===== config.mk =====
export PLATFORM = sky130hd
export DESIGN_NAME = partial_phase_sweeper
export DESIGN_NICKNAME = d
export VERILOG_FILES = /design/src/rtl/partial_phase_sweeper.sv
export SDC_FILE = /design/constraint.sdc
export NUM_CORES = 2
export LEC_CHECK = 0
export CORE_ASPECT_RATIO = 0.75
export CORE_UTILIZATION = 45
export DETAILED_ROUTE_END_ITERATION = 12
export PLACE_DENSITY_LB_ADDON = 0.05
export SLEW_MARGIN = 5
export SYNTH_ARGS = -nofsm -noshare
export SYNTH_HDL_FRONTEND = slang
export SYNTH_SLANG_ARGS = --single-unit

===== constraint.sdc =====
create_clock -name clk -period 7.3 [get_ports clk]
set_input_delay 0.73 -clock clk [delete_from_list [all_inputs] [get_ports clk]]
set_output_delay 0.73 -clock clk [all_outputs]
set_load 0.05 [all_outputs]

===== src/rtl/partial_phase_sweeper.sv =====
// Phase accumulator bank: sweeps every partial once per sample tick, streaming
// pre-increment phases and writing back the advanced phase; host config is taken only when idle.
module partial_phase_sweeper #(
    parameter int unsigned PHASE_WIDTH  = 24,
    parameter int unsigned NUM_PARTIALS = 64,
    localparam int unsigned IW = (NUM_PARTIALS > 1) ? $clog2(NUM_PARTIALS) : 1
) (
    input  logic                   clk,
    input  logic                   rst,
    input  logic                   sample_tick,
    input  logic                   cfg_we,
    input  logic [IW-1:0]          cfg_addr,
    input  logic [PHASE_WIDTH-1:0] cfg_incr,
    input  logic                   cfg_zero_phase,
    output logic                   cfg_ready,
    output logic                   busy,
    output logic                   phase_valid,
    output logic [PHASE_WIDTH-1:0] phase_out,
    output logic [IW-1:0]          partial_idx,
    output logic                   phase_last,
    output logic                   overrun
);

    localparam logic [IW-1:0] LAST_IDX = IW'(NUM_PARTIALS - 1);

    typedef enum logic [1:0] {
        ST_CLEAR,
        ST_IDLE,
        ST_SWEEP
    } state_t;

    state_t state, state_next;
    logic [IW-1:0] idx, idx_next;

    logic [PHASE_WIDTH-1:0] incr_ram  [NUM_PARTIALS];
    logic [PHASE_WIDTH-1:0] phase_ram [NUM_PARTIALS];

    logic                   incr_we, phase_we;
    logic [IW-1:0]          wr_addr;
    logic [PHASE_WIDTH-1:0] incr_wdata, phase_wdata;

    logic                   valid_next, last_next, overrun_next;
    logic [PHASE_WIDTH-1:0] phase_next;
    logic [IW-1:0]          pidx_next;

    // Next-state, RAM write port and output next-values
    always_comb begin
        state_next   = state;
        idx_next     = idx;
        incr_we      = 1'b0;
        phase_we     = 1'b0;
        wr_addr      = idx;
        incr_wdata   = '0;
        phase_wdata  = '0;
        valid_next   = 1'b0;
        last_next    = 1'b0;
        overrun_next = 1'b0;
        phase_next   = phase_out;
        pidx_next    = partial_idx;

        case (state)
            ST_CLEAR: begin
                incr_we      = 1'b1;
                phase_we     = 1'b1;
                overrun_next = sample_tick;
                if (idx == LAST_IDX) begin
                    state_next = ST_IDLE;
                    idx_next   = '0;
                end else begin
                    idx_next = idx + IW'(1);
                end
            end
            ST_IDLE: begin
                if (cfg_we) begin
                    wr_addr    = cfg_addr;
                    incr_we    = 1'b1;
                    incr_wdata = cfg_incr;
                    phase_we   = cfg_zero_phase;
                end
                if (sample_tick) begin
                    state_next = ST_SWEEP;
                    idx_next   = '0;
                end
            end
            ST_SWEEP: begin
                phase_we     = 1'b1;
                phase_wdata  = phase_ram[idx] + incr_ram[idx];
                valid_next   = 1'b1;
                last_next    = (idx == LAST_IDX);
                phase_next   = phase_ram[idx];
                pidx_next    = idx;
                overrun_next = sample_tick;
                if (idx == LAST_IDX) begin
                    state_next = ST_IDLE;
                    idx_next   = '0;
                end else begin
                    idx_next = idx + IW'(1);
                end
            end
            default: begin
                state_next = ST_CLEAR;
                idx_next   = '0;
            end
        endcase
    end

    always_ff @(posedge clk) begin
        if (rst) begin
            state       <= ST_CLEAR;
            idx         <= '0;
            busy        <= 1'b1;
            cfg_ready   <= 1'b0;
            phase_valid <= 1'b0;
            phase_last  <= 1'b0;
            overrun     <= 1'b0;
            phase_out   <= '0;
            partial_idx <= '0;
        end else begin
            state       <= state_next;
            idx         <= idx_next;
            busy        <= (state_next != ST_IDLE);
            cfg_ready   <= (state_next == ST_IDLE);
            phase_valid <= valid_next;
            phase_last  <= last_next;
            overrun     <= overrun_next;
            phase_out   <= phase_next;
            partial_idx <= pidx_next;
        end
    end

    // Distributed RAMs; contents are re-zeroed by the CLEAR walk rather than by reset
    always_ff @(posedge clk) begin
        if (incr_we) begin
            incr_ram[wr_addr] <= incr_wdata;
        end
        if (phase_we) begin
            phase_ram[wr_addr] <= phase_wdata;
        end
    end

endmodule


# ---- After elaboration in Yosys (flattened, before gate mapping)
# Memories as Yosys holds them, arrays and structs flattened. A register that Yosys moved wholly into a read port is not among the register bits.
# Cells that the tools add are included.
dict set report word_totals {
  register_bits 43
  ram_bits 3072
  in_bits 35
  out_inout_bits 35
  elab_cells 49
  memories 2
}
# name words width read_ports rd_ports_with_merged_regs wr line_no
set mem_list {}
lappend mem_list {incr_ram 64 24 1 1 1 35} ;# logic [PHASE_WIDTH-1:0] incr_ram [NUM_PARTIALS];
lappend mem_list {phase_ram 64 24 1 1 1 36} ;# logic [PHASE_WIDTH-1:0] phase_ram [NUM_PARTIALS];
dict set report op_classes {
  add_sub_neg 2
  eq_ne 6
  muxes 24
  n_bitwise 2
  reduce_logical 4
}
# operator count
set op_table {}
lappend op_table {{$mux W24} 3}
lappend op_table {{$mux W6} 8}
lappend op_table {{$add A24 B24 Y24} 1}
lappend op_table {{$pmux W6 S2} 1}
lappend op_table {{$mux W1} 7}
lappend op_table {{$add A6 B1 Y6 const B} 1}
lappend op_table {{$eq A6 B6 Y1 const B} 1}
lappend op_table {{$reduce_or A2 Y1} 3}
lappend op_table {{$eq A2 B1 Y1 const B} 2}
lappend op_table {{$mux W2} 2}
lappend op_table {{$pmux W1 S2} 2}
lappend op_table {{$pmux W2 S2} 1}
lappend op_table {{$eq A2 B2 Y1 const B} 1}
lappend op_table {{$logic_not A2 Y1} 1}
lappend op_table {{$ne A2 B1 Y1 const B} 1}
lappend op_table {{$ne A2 B2 Y1 const B} 1}
lappend op_table {{$not A1 Y1} 2}

# ---- Longest topological paths before layout
dict set report depth {
  word_depth 5
  depth_mapped 18
  mapped_depth_nobuf 14
}

# ---- Worst setup path after synthesis
# OpenSTA, ideal clock, no wires.
dict set report synth_timing {
  kind {flip-flop to flip-flop}
  start {register (tool-made name)}
  end {memory phase_ram[0][22] (data pin)}
  setup_ns 0.680
  t_arrival_ns 6.989
  required_time_ns 6.620
  slack_ns -0.369
  stages_incl_launch_ff 17
  n_path_buf 4
  synth_period_minus_slack_ns 7.669
  path_cell_list {dfxtp_1 > buf_2 > buf_2 > buf_2 > buf_2 > mux4_2 > mux4_2 > mux4_2 > ha_1 > fa_1 > a21o_1 > a21oi_1 > o21ai_0 > and3b_1 > or3_1 > and3_1 > nor3_1}
}
# element line_no
set synth_rtl {}
lappend synth_rtl {{end, declared} 36}

==> out/results.md <==
| Step | Parameter | Value |
|:---|:---|:---|
| timing | Time the final worst path needs with I/O delays and setup | 6390 ps |
| finish | Most used cells in the layout excluding fill and tap cells | 3072 x edfxtp_1, 987 x mux4_2, 324 x clkbuf_16 |
| synthesis | Cells taking the most area after synthesis | edfxtp_1 77%, mux4_2 19%, dfxtp_1 0.82% |
| synthesis | Flop and latch count out of synthesis | 3121 |
| timing | Ratio of final minimum period to clock period | 87.6% |
| timing | Setup repair after global routing missed its margin | false |
| die | # IOs | 70 |
| finish | Proportion of layout cells with a drive suffix above 1 | 33.3% |
| routing | Drt via density | 6.19 |
| clocking | Number of buffers inserted during clock tree synthesis | 314 |
| finish | Count of filler cells inserted in the layout | 20.4k |
| critical path | CP max stage delay | 600 ps |
| hold path | Hold-critical path depth | 3 |
| timing | Achievable clock frequency | 0.156 GHz |
| critical path | Reg-to-Reg End | phase_ram[10][22] |
| synthesis | Proportion of synthesized flip-flops having asynchronous set or reset | 0% |
| routing | Routed wirelength normalized by instance count | 37.1 um |
| timing | Count of endpoints failing hold in the final timing report | 0 |
| timing | Final TNS setup | 0 ps |
| routing | Detailed-route via count | 56.7k |
| grt | Initial antenna violation count | 42 |
| synthesis | Library cell occupying the most area in the post-synthesis netlist | edfxtp_1 |
| clocking | Number of hold buffers added after CTS | 0 |
| die | Floorplan die area | 269000 um2 |
| placement | Post-DP HPWL | 200 mm |
| timing | Worst Tran Pin Value | 1350 ps |
| grt | First-pass GRT wire length | 468 mm |
| clocking | Number of gates given a new drive strength after cts | 0 |
| clocking | CTS root buf | clkbuf_16 |
| power and ir drop | Power per cell area | 272 nW/um2 |
| critical path | Register-to-register setup slack | 910 ps |
| die | Overall die height | 449 um |
| critical path | Data required time at the worst endpoint | 7870 ps |
| synthesis | Total number of yosys warnings | 0 |
| placement | Number of buffers inserted by port buffering | 69 |
| clocking | Maximum number of buffers from clock root to sink | 4 |
| synthesis | Mapped Area | 120000 um2 |
| critical path | CP most frequent cell | mux4_2 |
| critical path | Maximum net fanout on the critical path | 64 |
| synthesis | Gate Count Post-Synth | 4975 |
| clocking | CTS tree | yes |
| hold path | Worst min-delay path endpoint | phase_valid |
| critical path | Kind of end point of the critical path | flop |
| hold path | Class of the tightest hold or removal check | in -> reg |
| synthesis | Commonest register cell after synthesis | edfxtp_1 |
| synthesis | Post-synth EDFFs | 3072 |
| hold path | Start point of the worst hold path | rst |
| clocking | Post-CTS setup buffer count | 0 |
| finish | Area growth from synthesis to layout | 14.4% |
| timing | Largest clock skew in the final design | 56.6 ps |
| routing | Total wire length after detailed routing | 340 mm |
| critical path | Worst Setup Path Type | reg -> reg |
| clocking | Number of clock sinks seen by CTS | 3121 |
| die | Chip width | 598 um |
| finish | Post-layout nets | 5422 |
| routing | Detailed router's first-iteration violation count | 7741 |
| routing | First-pass iteration count of the detailed router | 6 |
| die | Standard-cell row count | 163 |
| finish | Most common cell after layout, fill and taps aside | edfxtp_1 |
| critical path | Chain of cells forming the critical path | buf_4, buf_12, mux4_2, mux4_2, mux4_2, ha_1, a21o_1, a21oi_1, o21ai_0, and3b_1, or3_1, and3_1, nor3_4, buf_4 |
| timing | Final setup vio count | 0 |
| clocking | Insertion delay of the later-clocked pin in the worst-skew pair | 880 ps |
| synthesis | Count of different cell masters after synthesis | 54 |
| power and ir drop | Worst VDD drop | 0.209 mV |
| clocking | H-Tree Depth | 5 |
| timing | Slew margin rel. | 10.3% |
| critical path | Arrival time of the worst setup path | 6960 ps |
| clocking | Clock-pin transition on the worst setup and hold timing paths | 60 ps |
| grt | Total GRT Usage | 25.4% |
| die | Area of the core | 264000 um2 |
| grt | GRT overflow | 0 |
| outcome | Run status | complete, no violations |
| synthesis | Part of the Yosys area used for sequential elements | 77.7% |
| timing | Count of final max-slew check failures | 0 |
| power and ir drop | Total leakage power | 0.0436 uW |
| synthesis | Post-Syn Area per Cell | 24.1 um2 |
| critical path | Largest delay share family, worst path | multiplexers |
| critical path | Nature of the critical path startpoint | flop |
| grt | Number of global-route vias before repair | 56.0k |
| die | Effective utilization at floorplan | 45.5% |
| grt | Maximum number of pins on one net before global-route repair | 68 |
| critical path | Highest-delay cell along the critical path | mux4_2 |
| critical path | Sum of buffers and inverters on the critical path | 3 |
| synthesis | Total nets after synthesis | 5035 |
| run | Max-capacitance violation count | 0 |
| power and ir drop | PnR Total Power | 37300 uW |
| synthesis | Share of the synthesized area in the top cell type | 76.8% |
| placement | Routability-driven placement congestion ratio | 0.871 |
| routing | Antenna-violating nets left | 0 |
| routing | DRC violation count after routing | 0 |
| critical path | Logic depth of the worst register-to-register path | 14 |
-- layout make-up --
type / count / area, um2 / share of cell area, %
Sequential cell: 3121 / 93200 / 67.9
Multi-Input combinational cell: 1582 / 26800 / 19.5
Clock buffer: 403 / 8430 / 6.14
Tap cell: 3547 / 4440 / 3.23
Timing Repair Buffer: 332 / 3070 / 2.24
Clock inverter: 153 / 1330 / 0.965
Inverter: 11 / 48.8 / 0.0355
Antenna cell: 8 / 20.0 / 0.0146
-- cell usage after synthesis, drive strengths merged, types with 13 or more instances --
cell / number
a21o: 15
a21oi: 60
and2: 33
buf: 145
clkbuf: 116
dfxtp: 49
edfxtp: 3072
ha: 24
mux2i: 23
mux4: 987
nand2: 104
nand3: 13
nor2: 172
o21ai: 24
-- registers in the layout, summed over array words and instances (netlist names), 2 cells and up, named ones only --
name         cells
phase_ram     1536
incr_ram      1536
idx              6
phase_out       24
partial_idx      6
state            2
-- worst register-to-register path, delay by kind of cell, from the launching register on --
| family | cells | cell delay (ps) |
|---|---|---|
| fa+ha+maj | 1 | 360 |
| mux | 3 | 1900 |
| buf+inv | 3 | 1240 |
| flops | 1 | 460 |
| compound gates | 3 | 990 |
| simple gates | 4 | 1050 |
-- worst max path at each step --
| stage | from | end | cells after the start | slack (ps) |
|---|---|---|---|---|
| after floorplan | flop | phase_ram[0][6] | 13 | 130 |
| after global placement | flop | phase_ram[10][22] | 16 | 1030 |
| after detailed placement | flop | phase_ram[10][22] | 16 | 1000 |
| after CTS | flop | phase_ram[24][22] | 16 | 990 |
| after global routing | flop | phase_ram[45][18] | 16 | 640 |
| final | flop | phase_ram[10][22] | 14 | 910 |
-- where the power goes --
group	switching, uW	internal, uW	leakage, uW
Combinational	1230	892	0.00876
Sequential	42.3	19500	0.0300
Clock	6740	8970	0.00479
-- routing by layer --
layer | vias to the layer above | share of wire, % | GRT usage, % | routed length (um)
met5 | - | 0.012 | 0 | 41
met4 | 6 | 2.4 | 6.06 | 8030
met3 | 400 | 7.5 | 3.83 | 25500
met2 | 2403 | 43 | 35.9 | 148000
met1 | 31600 | 47 | 41.5 | 159000
li1 | 22300 | - | - | -
-- per-stage QoR --
stage	area (um2)	instances	hold slack [ps]	worst slack [ps]	util, %
6_report	137000	9157	435	907	52.0
3_5_place_dp	128000	8593	451	1000	48.3
5_1_grt	137000	9152	430	640	52.0
3_3_place_gp	128000	8593	445	1030	48.3
4_1_cts	137000	9149	376	986	52.0
2_1_floorplan	120000	4975	479	125	-
-- cells by family (layout without fill, tap and decap cells) --
family / Yosys count / in the layout / synth area share, %
buffers and inverters: 272 / 899 / 1.04
DFF: 3121 / 3121 / 77.7
muxes: 1016 / 1016 / 18.8
adders and majority gates: 25 / 25 / 0.267
xor gates and xnor gates: 13 / 13 / 0.0948
other: 0 / 8 / 0
and+or+nand+nor: 374 / 374 / 1.36
AOI/OAI and AO/OA: 154 / 154 / 0.807
Note: power is estimated with default switching activity, not from simulation.
